## config.mk

```make
export PLATFORM = sky130hd
export DESIGN_NAME = tmds_decoder
export DESIGN_NICKNAME = d
export VERILOG_FILES = /design/src/rtl/tmds_decoder.sv
export SDC_FILE = /design/constraint.sdc
export NUM_CORES = 1
export LEC_CHECK = 0
export BUFFER_PORTS_ARGS = -buffer_cell sky130_fd_sc_hd__buf_2
export CORE_ASPECT_RATIO = 2
export CORE_MARGIN = 4
export CORE_UTILIZATION = 58
export DETAILED_ROUTE_END_ITERATION = 6
export HOLD_SLACK_MARGIN = 0.15
export PLACE_DENSITY = 0.83
export SYNTH_ARGS = -nofsm -noshare
export SYNTH_HDL_FRONTEND = slang
export SYNTH_SLANG_ARGS = --single-unit
```

## constraint.sdc

```tcl
create_clock -name pixclk_i -period 2.4 [get_ports pixclk_i]
set_clock_uncertainty 0.05 [all_clocks]
set_input_delay 0.48 -clock pixclk_i [delete_from_list [all_inputs] [get_ports pixclk_i]]
set_output_delay 0.48 -clock pixclk_i [all_outputs]
set_load 0.02 [all_outputs]
```

## src/rtl/tmds_decoder.sv

```systemverilog
// rtl/tmds_decoder.sv - single-channel TMDS receive decoder with symbol alignment
//
// Purpose:
//   Finds the 10-bit symbol boundary in an arbitrarily framed deserializer
//   stream by looking for runs of control tokens. Each aligned symbol is then
//   decoded into 8-bit video data or a 2-bit control token.
//
// Ports:
//   pixclk_i    pixel clock
//   rst_i       synchronous active-high reset
//   raw_i       deserialized word, bit 0 received first
//   locked_o    symbol alignment found
//   slip_pos_o  current rotation, 0..9
//   vd_o        decoded video data (valid when vde_o=1)
//   cd_o        decoded control data (valid when vde_o=0)
//   vde_o       video data enable
//   sym_err_o   one-cycle pulse on an illegal data symbol
//
// Configuration:
//   TMDS_DEC_ERRCHK_EN  when defined, builds the transition-count check,
//                       sym_err_o and the error-count unlock. When undefined,
//                       sym_err_o is 0 and only the watchdog drops lock.

module tmds_decoder #(
  parameter int LOCK_TOKENS    = 8,
  parameter int SEARCH_TIMEOUT = 2048,
  parameter int ERR_LIMIT      = 4
) (
  input  logic       pixclk_i,
  input  logic       rst_i,
  input  logic [9:0] raw_i,
  output logic       locked_o,
  output logic [3:0] slip_pos_o,
  output logic [7:0] vd_o,
  output logic [1:0] cd_o,
  output logic       vde_o,
  output logic       sym_err_o
);

  localparam int TMR_W = $clog2(SEARCH_TIMEOUT);
  localparam int TOK_W = $clog2(LOCK_TOKENS + 1);

  localparam logic [TMR_W-1:0] TMR_LAST = TMR_W'(SEARCH_TIMEOUT - 1);
  localparam logic [TOK_W-1:0] TOK_LAST = TOK_W'(LOCK_TOKENS - 1);

  localparam logic [9:0] TOK_00 = 10'b1101010100;
  localparam logic [9:0] TOK_01 = 10'b0010101011;
  localparam logic [9:0] TOK_10 = 10'b0101010100;
  localparam logic [9:0] TOK_11 = 10'b1010101011;

  typedef enum logic {
    ST_SEARCH = 1'b0,
    ST_LOCKED = 1'b1
  } state_t;

  state_t           state_q, state_d;
  logic [9:0]       raw_prev_q;
  logic [9:0]       w_q;
  logic [3:0]       slip_q, slip_d;
  logic [TMR_W-1:0] tmr_q, tmr_d;
  logic [TOK_W-1:0] tok_q, tok_d;
  logic [7:0]       vd_q, vd_d;
  logic [1:0]       cd_q, cd_d;
  logic             vde_q, vde_d;
  logic             unlock_c;

  // Alignment: the previous word supplies the low half so that a symbol that
  // starts at bit slip_q of the older word is extracted intact.
  logic [19:0] cat;
  logic [9:0]  w_d;

  assign cat = {raw_i, raw_prev_q};
  assign w_d = cat[{1'b0, slip_q} +: 10];

  // Symbol decode of the aligned word
  logic       is_tok;
  logic [1:0] tok_cd;
  logic [7:0] q;
  logic [7:0] vd_dec;

  always_comb begin
    is_tok = 1'b1;
    tok_cd = 2'b00;
    case (w_q)
      TOK_00:  tok_cd = 2'b00;
      TOK_01:  tok_cd = 2'b01;
      TOK_10:  tok_cd = 2'b10;
      TOK_11:  tok_cd = 2'b11;
      default: is_tok = 1'b0;
    endcase
  end

  always_comb begin
    q         = w_q[9] ? ~w_q[7:0] : w_q[7:0];
    vd_dec    = 8'h00;
    vd_dec[0] = q[0];
    for (int i = 1; i < 8; i++) begin
      vd_dec[i] = w_q[8] ? (q[i] ^ q[i-1]) : ~(q[i] ^ q[i-1]);
    end
  end

`ifdef TMDS_DEC_ERRCHK_EN
  localparam int ERR_W = $clog2(ERR_LIMIT + 1);
  localparam logic [ERR_W-1:0] ERR_MAX = ERR_W'(ERR_LIMIT);

  logic [ERR_W-1:0] err_q, err_d;
  logic             sym_err_q, sym_err_d;
  logic [2:0]       trans_cnt;
  logic             bad_sym;

  // A legal TMDS encoder never emits more than 4 transitions in q[7:0].
  always_comb begin
    trans_cnt = 3'd0;
    for (int i = 0; i < 7; i++) begin
      trans_cnt = trans_cnt + {2'b00, q[i+1] ^ q[i]};
    end
    bad_sym = !is_tok && (trans_cnt > 3'd4);
  end
`endif

  // Alignment / lock FSM
  always_comb begin
    state_d  = state_q;
    slip_d   = slip_q;
    tmr_d    = tmr_q;
    tok_d    = tok_q;
    unlock_c = 1'b0;
`ifdef TMDS_DEC_ERRCHK_EN
    err_d     = err_q;
    sym_err_d = 1'b0;
`endif
    case (state_q)
      ST_SEARCH: begin
        tmr_d = tmr_q + TMR_W'(1);
        tok_d = is_tok ? tok_q + TOK_W'(1) : '0;
        if (is_tok && (tok_q == TOK_LAST)) begin
          state_d = ST_LOCKED;
          tmr_d   = '0;
          tok_d   = '0;
`ifdef TMDS_DEC_ERRCHK_EN
          err_d   = '0;
`endif
        end else if (tmr_q == TMR_LAST) begin
          slip_d = (slip_q == 4'd9) ? 4'd0 : slip_q + 4'd1;
          tmr_d  = '0;
          tok_d  = '0;
        end
      end
      ST_LOCKED: begin
        tmr_d = is_tok ? '0 : tmr_q + TMR_W'(1);
        if (is_tok) begin
          if (tok_q == TOK_LAST) begin
            // A full token run proves the alignment is still good.
            tok_d = '0;
`ifdef TMDS_DEC_ERRCHK_EN
            err_d = '0;
`endif
          end else begin
            tok_d = tok_q + TOK_W'(1);
          end
        end else begin
          tok_d = '0;
        end
`ifdef TMDS_DEC_ERRCHK_EN
        if (bad_sym) begin
          sym_err_d = 1'b1;
          if (err_q != ERR_MAX) begin
            err_d = err_q + ERR_W'(1);
          end
        end
        if (err_d == ERR_MAX) begin
          unlock_c = 1'b1;
        end
`endif
        if (tmr_q == TMR_LAST) begin
          unlock_c = 1'b1;
        end
        if (unlock_c) begin
          state_d = ST_SEARCH;
          tmr_d   = '0;
          tok_d   = '0;
`ifdef TMDS_DEC_ERRCHK_EN
          err_d   = '0;
`endif
        end
      end
      default: state_d = ST_SEARCH;
    endcase
  end

  // Output gating follows the next state so that locked_o and the decoded
  // outputs change on the same edge.
  always_comb begin
    vd_d  = 8'h00;
    cd_d  = 2'b00;
    vde_d = 1'b0;
    if (state_d == ST_LOCKED) begin
      if (is_tok) begin
        cd_d = tok_cd;
      end else begin
        vde_d = 1'b1;
        vd_d  = vd_dec;
      end
    end
  end

  always_ff @(posedge pixclk_i) begin
    if (rst_i) begin
      state_q    <= ST_SEARCH;
      raw_prev_q <= '0;
      w_q        <= '0;
      slip_q     <= '0;
      tmr_q      <= '0;
      tok_q      <= '0;
      vd_q       <= '0;
      cd_q       <= '0;
      vde_q      <= 1'b0;
    end else begin
      state_q    <= state_d;
      raw_prev_q <= raw_i;
      w_q        <= w_d;
      slip_q     <= slip_d;
      tmr_q      <= tmr_d;
      tok_q      <= tok_d;
      vd_q       <= vd_d;
      cd_q       <= cd_d;
      vde_q      <= vde_d;
    end
  end

`ifdef TMDS_DEC_ERRCHK_EN
  // The error pulse belongs to a symbol judged while locked, so it is gated
  // by the current state; the symbol that forces unlock still reports.
  always_ff @(posedge pixclk_i) begin
    if (rst_i) begin
      err_q     <= '0;
      sym_err_q <= 1'b0;
    end else begin
      err_q     <= err_d;
      sym_err_q <= sym_err_d;
    end
  end

  assign sym_err_o = sym_err_q;
`else
  assign sym_err_o = 1'b0;
`endif

  assign locked_o   = (state_q == ST_LOCKED);
  assign slip_pos_o = slip_q;
  assign vd_o       = vd_q;
  assign cd_o       = cd_q;
  assign vde_o      = vde_q;

endmodule

```

==> summary.txt <==
Status
  • Status: complete, no violations

Pwr
  • Leak: ~1.2 nW
  • Max IR drop VDD: 0.453 mV
  • Sequential Power Share: between 50% and 60%
  • PD cells: between 500 and 600 nW/um2
  • Net Sw Frac: 21.8%
  • Internal power: 1.27 mW
  • Pwr Total: roughly 1.6 mW
  • NetSw: 0.353 mW
  • Comb pwr share: 8.0%
  • Clock power share: 37.3%

STA
  • RSZ-0062 raised after global routing: false
  • Final setup vio count: 0
  • Tmin final: between 2000 and 2500 ps
  • Worst-Margin Slew: 598 ps
  • Max Slew Vio Count: 0
  • Final worst-path cycle share: approximately nine tenths
  • Setup TNS: 0 ps
  • Hold Vio Cnt, Final: 0
  • Fmax: 0.468 GHz
  • WHS: 376 ps
  • Rel. slew slack: 60.1%

Setup path
  • Crit path max fanout: 15
  • Crit-path cells: buf_4 > mux2_2 > mux2i_1 > nor2_1 > a21oi_1 > a211oi_1
  • WP buf/inv: 1
  • Crit start category: flop
  • Req. time, crit path: 2530 ps
  • CP Capture Type: flop
  • Worst path slowest cell: dfxtp_1
  • Max incr delay on CP: 610 ps
  • Delay-heaviest family, CP: flip-flops
  • Critical path type: flop to flop
  • Crit path DAT: 2270 ps

CTS
  • Clock buffer depth: 2
  • Post-CTS Hold Buffers: 0
  • CTS Buf Count: 5
  • Number of H-tree levels: 2
  • Clock Sinks: 51
  • CTS tree: built
  • Clock root buffer: clkbuf_8
  • Post-CTS Setup Inserts: 0
  • Worst-skew pair later-pin latency: around 300 ps
  • Clock Pin Slew Worst Setup and Hold Paths: 90 ps
  • # resized after CTS: 0

Routing
  • Initial DRC Count: 62
  • Routed WL: 5.61 mm
  • DRC: 0
  • WL per Instance: between 15 and 20 um
  • Pre-antenna DRT Iters: 4
  • Antenna-violating nets left: 0
  • Via count: 2067
  • Via density: roughly 5.9

Yosys
  • Number of enable flip-flop cells after synthesis: 0
  • Syn_nets: 295
  • Cell Area, Synth: 2680 um2
  • Avg Cell Area, Syn: 9.81 um2
  • Ys async rst share: 0%
  • Syn Inst Count: roughly 270
  • Synth Warn #: 0
  • Primary FF master, synth: dfxtp_1
  • Cell variety after synth: 36
  • Sequential-to-total area share from yosys stat: 38.1%
  • Synthesized flop and latch total: 51

Placed design
  • PortBufs: 27
  • Placed cells: roughly 350
  • Routability Congestion: 0.958
  • Post-detailed-placement half-perimeter wirelength: 4.27 mm

Die
  • Row cnt: 34
  • Die area: 5840 um2
  • Initial Util: roughly 61%
  • Die W: 56.1 um
  • IO Pins: 29
  • Chip height: ~100 um
  • Core area: 4420 um2

Global route
  • Congestion Overflow GR: 0
  • Largest net degree at the start of global routing: 31
  • Total GRT Usage: 20.8%
  • Vias in the first global route: 2114
  • Initial antenna violation count: 0
  • First-pass GRT wire length: 9.54 mm

Hold path
  • Hold WC Path Type: primary input to flop

Layout
  • ANT cells: 0
  • Share of cells above drive strength 1: 18.4%
  • Commonest non-fill, non-tap cells in the layout: 51 x dfxtp_1, 35 x nor2_1, 27 x buf_2
  • Commonest non-fill, non-tap cell in the layout: dfxtp_1
  • Layout Cells excl Fill: 353
  • Area Growth Syn to Fin: 10.9%
  • Nets: 320

Job
  • Max_cap viols: 0
## synthesized netlist by cell type, types with 9 or more instances
cell type | instances | area, um2
nand3_1 | 11 | 55.1
xnor2_1 | 11 | 96.3
a21oi_1 | 13 | 65.1
clkbuf_1 | 10 | 37.5
xor2_1 | 11 | 96.3
nor2_1 | 35 | 131
ha_1 | 10 | 125
a211oi_1 | 13 | 97.6
mux4_1 | 9 | 236
mux2i_1 | 11 | 110
dfxtp_1 | 51 | 1020
inv_1 | 14 | 52.6
nor2b_1 | 16 | 100
## power by group through the flow
stage	clock (mW)	sequential (mW)	combinational, mW
2_1_floorplan	0	0.898	0.0952
3_3_place_gp	0	0.905	0.124
3_5_place_dp	0	0.907	0.128
4_1_cts	0.620	0.887	0.130
5_1_grt	0.651	0.890	0.144
6_report	0.604	0.887	0.130
## sequential cells by signal, indices dropped and copies added, names as in the netlist
name	count
cd_o	2
w_q	10
tmr_q	11
locked_o	1
vde_o	1
tok_q	4
raw_prev_q	10
vd_o	8
slip_pos_o	4
## stage by stage
stage	utilization (%)	area [um2]	setup WS, ps
3_3_place_gp	64.5	2850	327
6_report	67.2	2970	263
4_1_cts	67.2	2970	274
2_1_floorplan	-	2680	427
3_5_place_dp	64.5	2850	287
5_1_grt	67.2	2970	161
## metal layers
metal	global-route usage [%]	routed length [um]
met2	39.6	3210
met1	18.8	1830
met3	3.85	210
met4	14.3	367
met5	0	0
## area by class of cell
| class | instances | area [um2] |
|---|---|---|
| Timing Repair Buffer | 35 | 195 |
| Fill cell | 375 | 1450 |
| Clock buffer | 6 | 82.6 |
| Sequential cell | 51 | 1020 |
| Clock inverter | 2 | 35.0 |
| Multi-Input combinational cell | 191 | 1520 |
| Tap cell | 54 | 67.6 |
| Inverter | 14 | 52.6 |
## kinds of logic after synthesis
family,after synthesis,synth area share (%)
multiplexers,29,18.0
AO/OA/AOI/OAI,36,8.64
adder cells (fa/ha/maj),10,4.67
flip-flops,51,38.1
XOR/XNOR,22,7.19
AND/OR/NAND/NOR,93,18.0
other,1,0.140
buffers and inverters,31,5.23
## final timing paths
check	slack (ps)	endpoint	from	depth (start not counted)
setup reg to reg	260	w_q[2]$_SDFF_PP0_	slip_pos_o[1]$_SDFFE_PP0P_	6
hold / removal	380	raw_prev_q[7]$_SDFF_PP0_	raw_i[7]	2
hold reg to reg	410	tok_q[0]$_SDFF_PP0_	tok_q[0]$_SDFF_PP0_	1
setup / recovery	260	w_q[2]$_SDFF_PP0_	slip_pos_o[1]$_SDFFE_PP0P_	6
Power figures use the tool's default switching activity.
